--- src/rtl/priority_cd_if.sv ---
// Bus bundle for the registered priority encoder: input vector, index and valid flag.
// The TB drives through the master side; the encoder sits on the slave side.
interface priority_cd_if #(
    parameter int IN_WIDTH = 8
);
    localparam int OUT_WIDTH = $clog2(IN_WIDTH);

    logic [IN_WIDTH-1:0]  in;
    logic [OUT_WIDTH-1:0] out;
    logic                 valid;

    modport master (output in, input out, valid);
    modport slave  (input in, output out, valid);
endinterface

--- src/rtl/priority_cd.sv ---
// Registered most-significant-set-bit encoder: index of the highest '1' in bus.in
// plus a non-zero flag, one register stage after a log-depth binary-search core.
module priority_cd #(
    parameter int IN_WIDTH = 8
) (
    input  logic           clk,
    input  logic           rst,
    priority_cd_if.slave   bus
);
    localparam int OUT_WIDTH = $clog2(IN_WIDTH);
    localparam int PAD_WIDTH = 1 << OUT_WIDTH;

    logic [PAD_WIDTH-1:0] padded;
    logic [PAD_WIDTH-1:0] window;
    logic [OUT_WIDTH-1:0] out_d, out_q;
    logic                 valid_d, valid_q;
    int                   half;

    // Each level halves the window: keep the upper half if it holds any set bit,
    // otherwise keep the lower half. Zero-extension keeps out below IN_WIDTH.
    always_comb begin
        padded = '0;
        padded[IN_WIDTH-1:0] = bus.in;
        window = padded;
        out_d = '0;
        half = 0;
        for (int k = 0; k < OUT_WIDTH; k++) begin
            half = PAD_WIDTH >> (k + 1);
            if (|(window >> half)) begin
                out_d[OUT_WIDTH-1-k] = 1'b1;
                window = window >> half;
            end else begin
                window = window & ({PAD_WIDTH{1'b1}} >> (PAD_WIDTH - half));
            end
        end
        valid_d = |bus.in;
    end

    always_ff @(posedge clk or posedge rst) begin
        if (rst) begin
            out_q   <= '0;
            valid_q <= 1'b0;
        end else begin
            out_q   <= out_d;
            valid_q <= valid_d;
        end
    end

    assign bus.out   = out_q;
    assign bus.valid = valid_q;
endmodule

--- src/flat_wrapper.sv ---
// flat-port wrapper written by rule: the top's interface ports become plain ports
module priority_cd_flat 
#(
    parameter int IN_WIDTH = 8
)
  (clk, rst, bus_in, bus_out, bus_valid);
  priority_cd_if #(.IN_WIDTH(IN_WIDTH)) bus_i ();
  input  logic clk;
  input  logic rst;
  input wire logic [$bits(bus_i.in)-1:0] bus_in;
  output wire logic [$bits(bus_i.out)-1:0] bus_out;
  output wire logic [$bits(bus_i.valid)-1:0] bus_valid;
  assign bus_i.in = bus_in;
  assign bus_out = bus_i.out;
  assign bus_valid = bus_i.valid;
  priority_cd #(.IN_WIDTH(IN_WIDTH)) u_core (.clk(clk), .rst(rst), .bus(bus_i));
endmodule
--- config.mk ---
export PLATFORM = sky130hd
export DESIGN_NAME = priority_cd_flat
export DESIGN_NICKNAME = d
export VERILOG_FILES = /design/src/rtl/priority_cd_if.sv /design/src/rtl/priority_cd.sv /design/src/flat_wrapper.sv
export SDC_FILE = /design/constraint.sdc
export NUM_CORES = 1
export LEC_CHECK = 0
export BUFFER_PORTS_ARGS = -buffer_cell sky130_fd_sc_hd__buf_4
export CORE_AREA = 2 2 39 41
export CTS_CLUSTER_DIAMETER = 150
export DETAILED_ROUTE_END_ITERATION = 7
export DIE_AREA = 0 0 41 43
export SETUP_SLACK_MARGIN = 0.05
export SLEW_MARGIN = 20
export SYNTH_ARGS = -nofsm -noshare
export SYNTH_HDL_FRONTEND = slang
export SYNTH_SLANG_ARGS = --single-unit
export TNS_END_PERCENT = 30
--- constraint.sdc ---
create_clock -name clk -period 0.8 [get_ports clk]
set_input_delay 0.16 -clock clk [delete_from_list [all_inputs] [get_ports clk]]
set_output_delay 0.16 -clock clk [all_outputs]
set_load 0.05 [all_outputs]
* Yosys cells after proc, flatten, opt, wreduce, memory -nomap -nowiden
Cells that the tools add are included.
Word-level totals: bits in registers 4, input bits 10, output and inout port bits 4, word-level logic and storage cells 11
Cells by class: mux-type cells 5, reduce and logical (&&, ||, !) cells 4
Operators by type and width (number):
- 8-bit OR reduction | 1
- 7-bit OR reduction | 1
- 6-bit two-way mux | 1
- 6-bit OR reduction | 1
- 4-bit two-way mux | 1
- 4-bit OR reduction | 1
- 1-bit two-way mux | 3

* Longest topological paths before layout
depth after elaboration 6, depth in mapped cells 3, mapped depth without buffers 3

* Worst setup path before layout
No wires, ideal clock.
kind reg-to-output, start point register u_core.out_q[0] (netlist: u_core.bus.out[0]), end point output bus_out[0], arrival 0.586 ns, required time 0.640 ns, path slack 0.054 ns, stages on the path, launching flop included 1, path buffers 0, path through dfrtp_1
RTL lines:
- from (decl) | line priority_cd.sv:15 | logic [OUT_WIDTH-1:0] out_d, out_q;
- from (signal assigned) | line priority_cd.sv:44 | out_q <= out_d;
- to (decl) | line flat_wrapper.sv:11 | output wire logic [$bits(bus_i.out)-1:0] bus_out;
No word-level cell between the ends.

* Worst setup path in the final report
start point register u_core.out_q[2] (netlist: u_core.bus.out[2]), end point output bus_out[2]
No word-level cell between the ends.

==> Implementation_results.wiki <==
{| class="wikitable"
! Metric !! Value
|-
| Synth area leaders || sky130_fd_sc_hd__dfrtp_1 (61%), sky130_fd_sc_hd__inv_1 (6.9%), sky130_fd_sc_hd__nor2_1 (6.9%), sky130_fd_sc_hd__a21oi_1 (6.1%), sky130_fd_sc_hd__o31ai_1 (4.6%)
|-
| Antenna violations before repair || 0
|-
| Worst path cell trace || buf_6
|-
| Vias in the first global route || approximately 170
|-
| WL/cell || approximately 7.3 um
|-
| Num CTS Buffers || 3
|-
| Start point of the critical path || u_core.bus.out[2]
|-
| Die Height || ~43 um
|-
| Count of endpoints failing hold in the final timing report || 0
|-
| Post-synth design cell area || between 150 and 200 um^2
|-
| Total grt overflow || 0
|-
| Setup CP Type || reg -> out
|-
| Critical Path Start Type || flip-flop
|-
| DPL Wire Length || 290 um
|-
| Final setup TNS || -0.415 ns
|-
| I/O Pins || 14
|-
| Buf/Inv on CP || 1
|-
| Async S/R FF share, synth || 1.00
|-
| H-tree depth reported by CTS || 1
|-
| Number of synthesized register bits || 4
|-
| Total number of cells along the worst setup path || 1
|-
| Failing checks || setup timing
|-
| Number of DRC markers in iteration 0 || 1
|-
| Setup slack of the critical path after layout || -0.110 ns
|-
| Clock transition time at the flip-flop clock pins of the worst setup and hold paths || roughly 0.04 ns
|-
| Fillers || between 150 and 200
|-
| Deepest clock path buffer count || 2
|-
| Post-CTS repair timing setup buffer count || 0
|-
| Dpl cells || 46
|-
| Ys Warns || 0
|-
| Capturing element of the worst setup path || bus_out[2]
|-
| Pwr dens || approximately 1700 mW/mm^2
|-
| Number of sinks on the clock net || 4
|-
| Relative slew slack || 0.845
|-
| Max stage delay cell, worst path || sky130_fd_sc_hd__dfrtp_1
|-
| Leakage power total || ~0.15 nW
|-
| Via density per instance || 3.28
|-
| Number of pins with negative max-slew slack in the final report || 0
|-
| Number of search-and-repair iterations in the first detailed-routing pass || 3
|-
| Slew at the pin closest to its max-slew limit || about 0.23 ns
|-
| Required time at the endpoint of the critical path || 0.64 ns
|-
| Peak fanout along the critical path || 1
|-
| Number of nets in the layout || 46
|-
| Routability congestion estimate from global placement || about 0.64
|-
| Final Routed Wirelength || approximately 370 um
|-
| Outcome || complete, but fails checks
|-
| Share of cells above drive strength 1 || 0.529
|-
| Most common cell in the netlist || sky130_fd_sc_hd__dfrtp_1
|-
| Number of max-cap violations || 0
|-
| Finish-stage setup viols || 4
|-
| Synthesis-to-finish area growth || 101%
|-
| Width of the chip || ~41 um
|-
| Class of the tightest hold or removal check || in -> reg
|-
| Number of unique standard cell types used by synthesis || 9
|-
| Portion of the clock cycle consumed by the worst path in the final layout || 1.14
|-
| Post-Synthesis Mean Instance Area || 9.64 um^2
|-
| Core region area || between 0.001 and 0.0015 mm^2
|-
| Cells after Synth || 17
|-
| Cell at the root of the clock tree || sky130_fd_sc_hd__clkbuf_4
|-
| Synth top area share || 0.611
|-
| CP top delay family || flip-flops
|-
| Top cell type by total area after synthesis || sky130_fd_sc_hd__dfrtp_1
|-
| Dominant register cell in the synthesized netlist || sky130_fd_sc_hd__dfrtp_1
|-
| Wire length of the first global-routing pass || 586 um
|-
| Min Tclk post-route || 0.910 ns
|-
| Clock tree from TritonCTS || done
|-
| Sequential-to-total area share from yosys stat || 0.611
|-
| EDFF count, synth || 0
|-
| Die Area || between 0.0015 and 0.002 mm^2
|-
| Pre-CTS WS || 0.0854 ns
|-
| Final cell utilization of the core || 0.238
|-
| Initial standard-cell utilization of the core || 0.118
|-
| DR vias || around 160
|-
| Worst path max stage delay || between 0.3 and 0.4 ns
|-
| Pin count of the biggest net entering global routing || 5
|-
| Largest voltage drop on the vdd net || 0.358 mV
|-
| All-Layer GR Usage || 0.0604
|-
| CP Data Arrival Time || 0.75 ns
|-
| Remaining design rule violation count || 0
|-
| Diodes inserted || 0
|-
| Count of buffers from port buffering || 13
|-
| Nature of the critical path endpoint || primary output
|-
| F_max || 1100 MHz
|-
| Number of standard cells in the final layout excluding fillers || 50
|-
| Unrepaired setup endpoints after global routing || true
|-
| Top cells by instance count after synthesis || sky130_fd_sc_hd__dfrtp_1 (4), sky130_fd_sc_hd__inv_1 (3), sky130_fd_sc_hd__nor2_1 (3)
|-
| Sum of internal, switching and leakage power || roughly 0.57 mW
|-
| Antenna-violating nets left || 0
|-
| Syn nets || 27
|-
| Cell Rows || 14
|}
==> final cells by class <==
type	count	area (um^2)	area share
clock buffer	3	22.5	0.0684
inverter	3	11.3	0.0342
multi-input combinational	10	52.6	0.160
sequential	4	100	0.304
tap	16	20.0	0.0608
timing repair buffer	14	123	0.373
==> logic make-up after synthesis <==
logic type      count (synthesis)  share of synthesized area
compound gates                  4                      0.137
buf+inv                         3                     0.0687
simple gates                    6                      0.183
flops                           4                      0.611
==> sequential cells by signal, summed over array words and instances (netlist names) <==
register and flops:
u_core.bus.valid 1, u_core.bus.out 3
==> stage by stage <==
stage / area (um^2) / hold slack, ns
2_1_floorplan: 164 / -0.0739
3_3_place_gp: 282 / 0.0490
3_5_place_dp: 282 / 0.0502
4_1_cts: 329 / 0.123
5_1_grt: 329 / 0.133
6_report: 329 / 0.134
==> routing by layer <==
layer,wire length [um],up-vias,track usage
li1,-,89,-
met1,150,59,0.0615
met2,153,14,0.0625
met3,40,2,0.0157
met4,19,0,0.120
met5,0,-,0
==> placed cells by master (no fill, tap or decap), drive strengths merged <==
master and instances:
dlygate4sd3 1, nand2 1, inv 3, buf 13, a21oi 2, nand4 1, o31ai 1, o21ai 1
clkbuf 3, nor2 4, dfrtp 4
==> worst min-delay path by stage <==
stage / startpoint / to / slack (ns) / cells after the start
6_report: bus_in[4] / u_core.bus.out[0] / 0.13 / 2
5_1_grt: bus_in[4] / u_core.bus.out[0] / 0.13 / 2
4_1_cts: bus_in[4] / u_core.bus.out[0] / 0.12 / 2
3_5_place_dp: rst / u_core.bus.out[0] / 0.05 / 2
3_3_place_gp: rst / u_core.bus.out[0] / 0.05 / 2
2_1_floorplan: rst / u_core.bus.out[0] / -0.07 / 1
==> repair_timing <==
item / in CTS / in global routing
resized for setup: 4 / 0
endpoints found under the setup margin: 4 / 4
hold buffers: 1 / 0
endpoints found under the hold margin: 4 / 0
==> report_power, final <==
part           switching [mW]  total [mW]  internal (mW)
clock network          0.0753       0.243          0.167
registers             0.00333       0.215          0.211
logic                  0.0575       0.112         0.0544
total                   0.136       0.569          0.433
(Power assumes the default switching activity.)
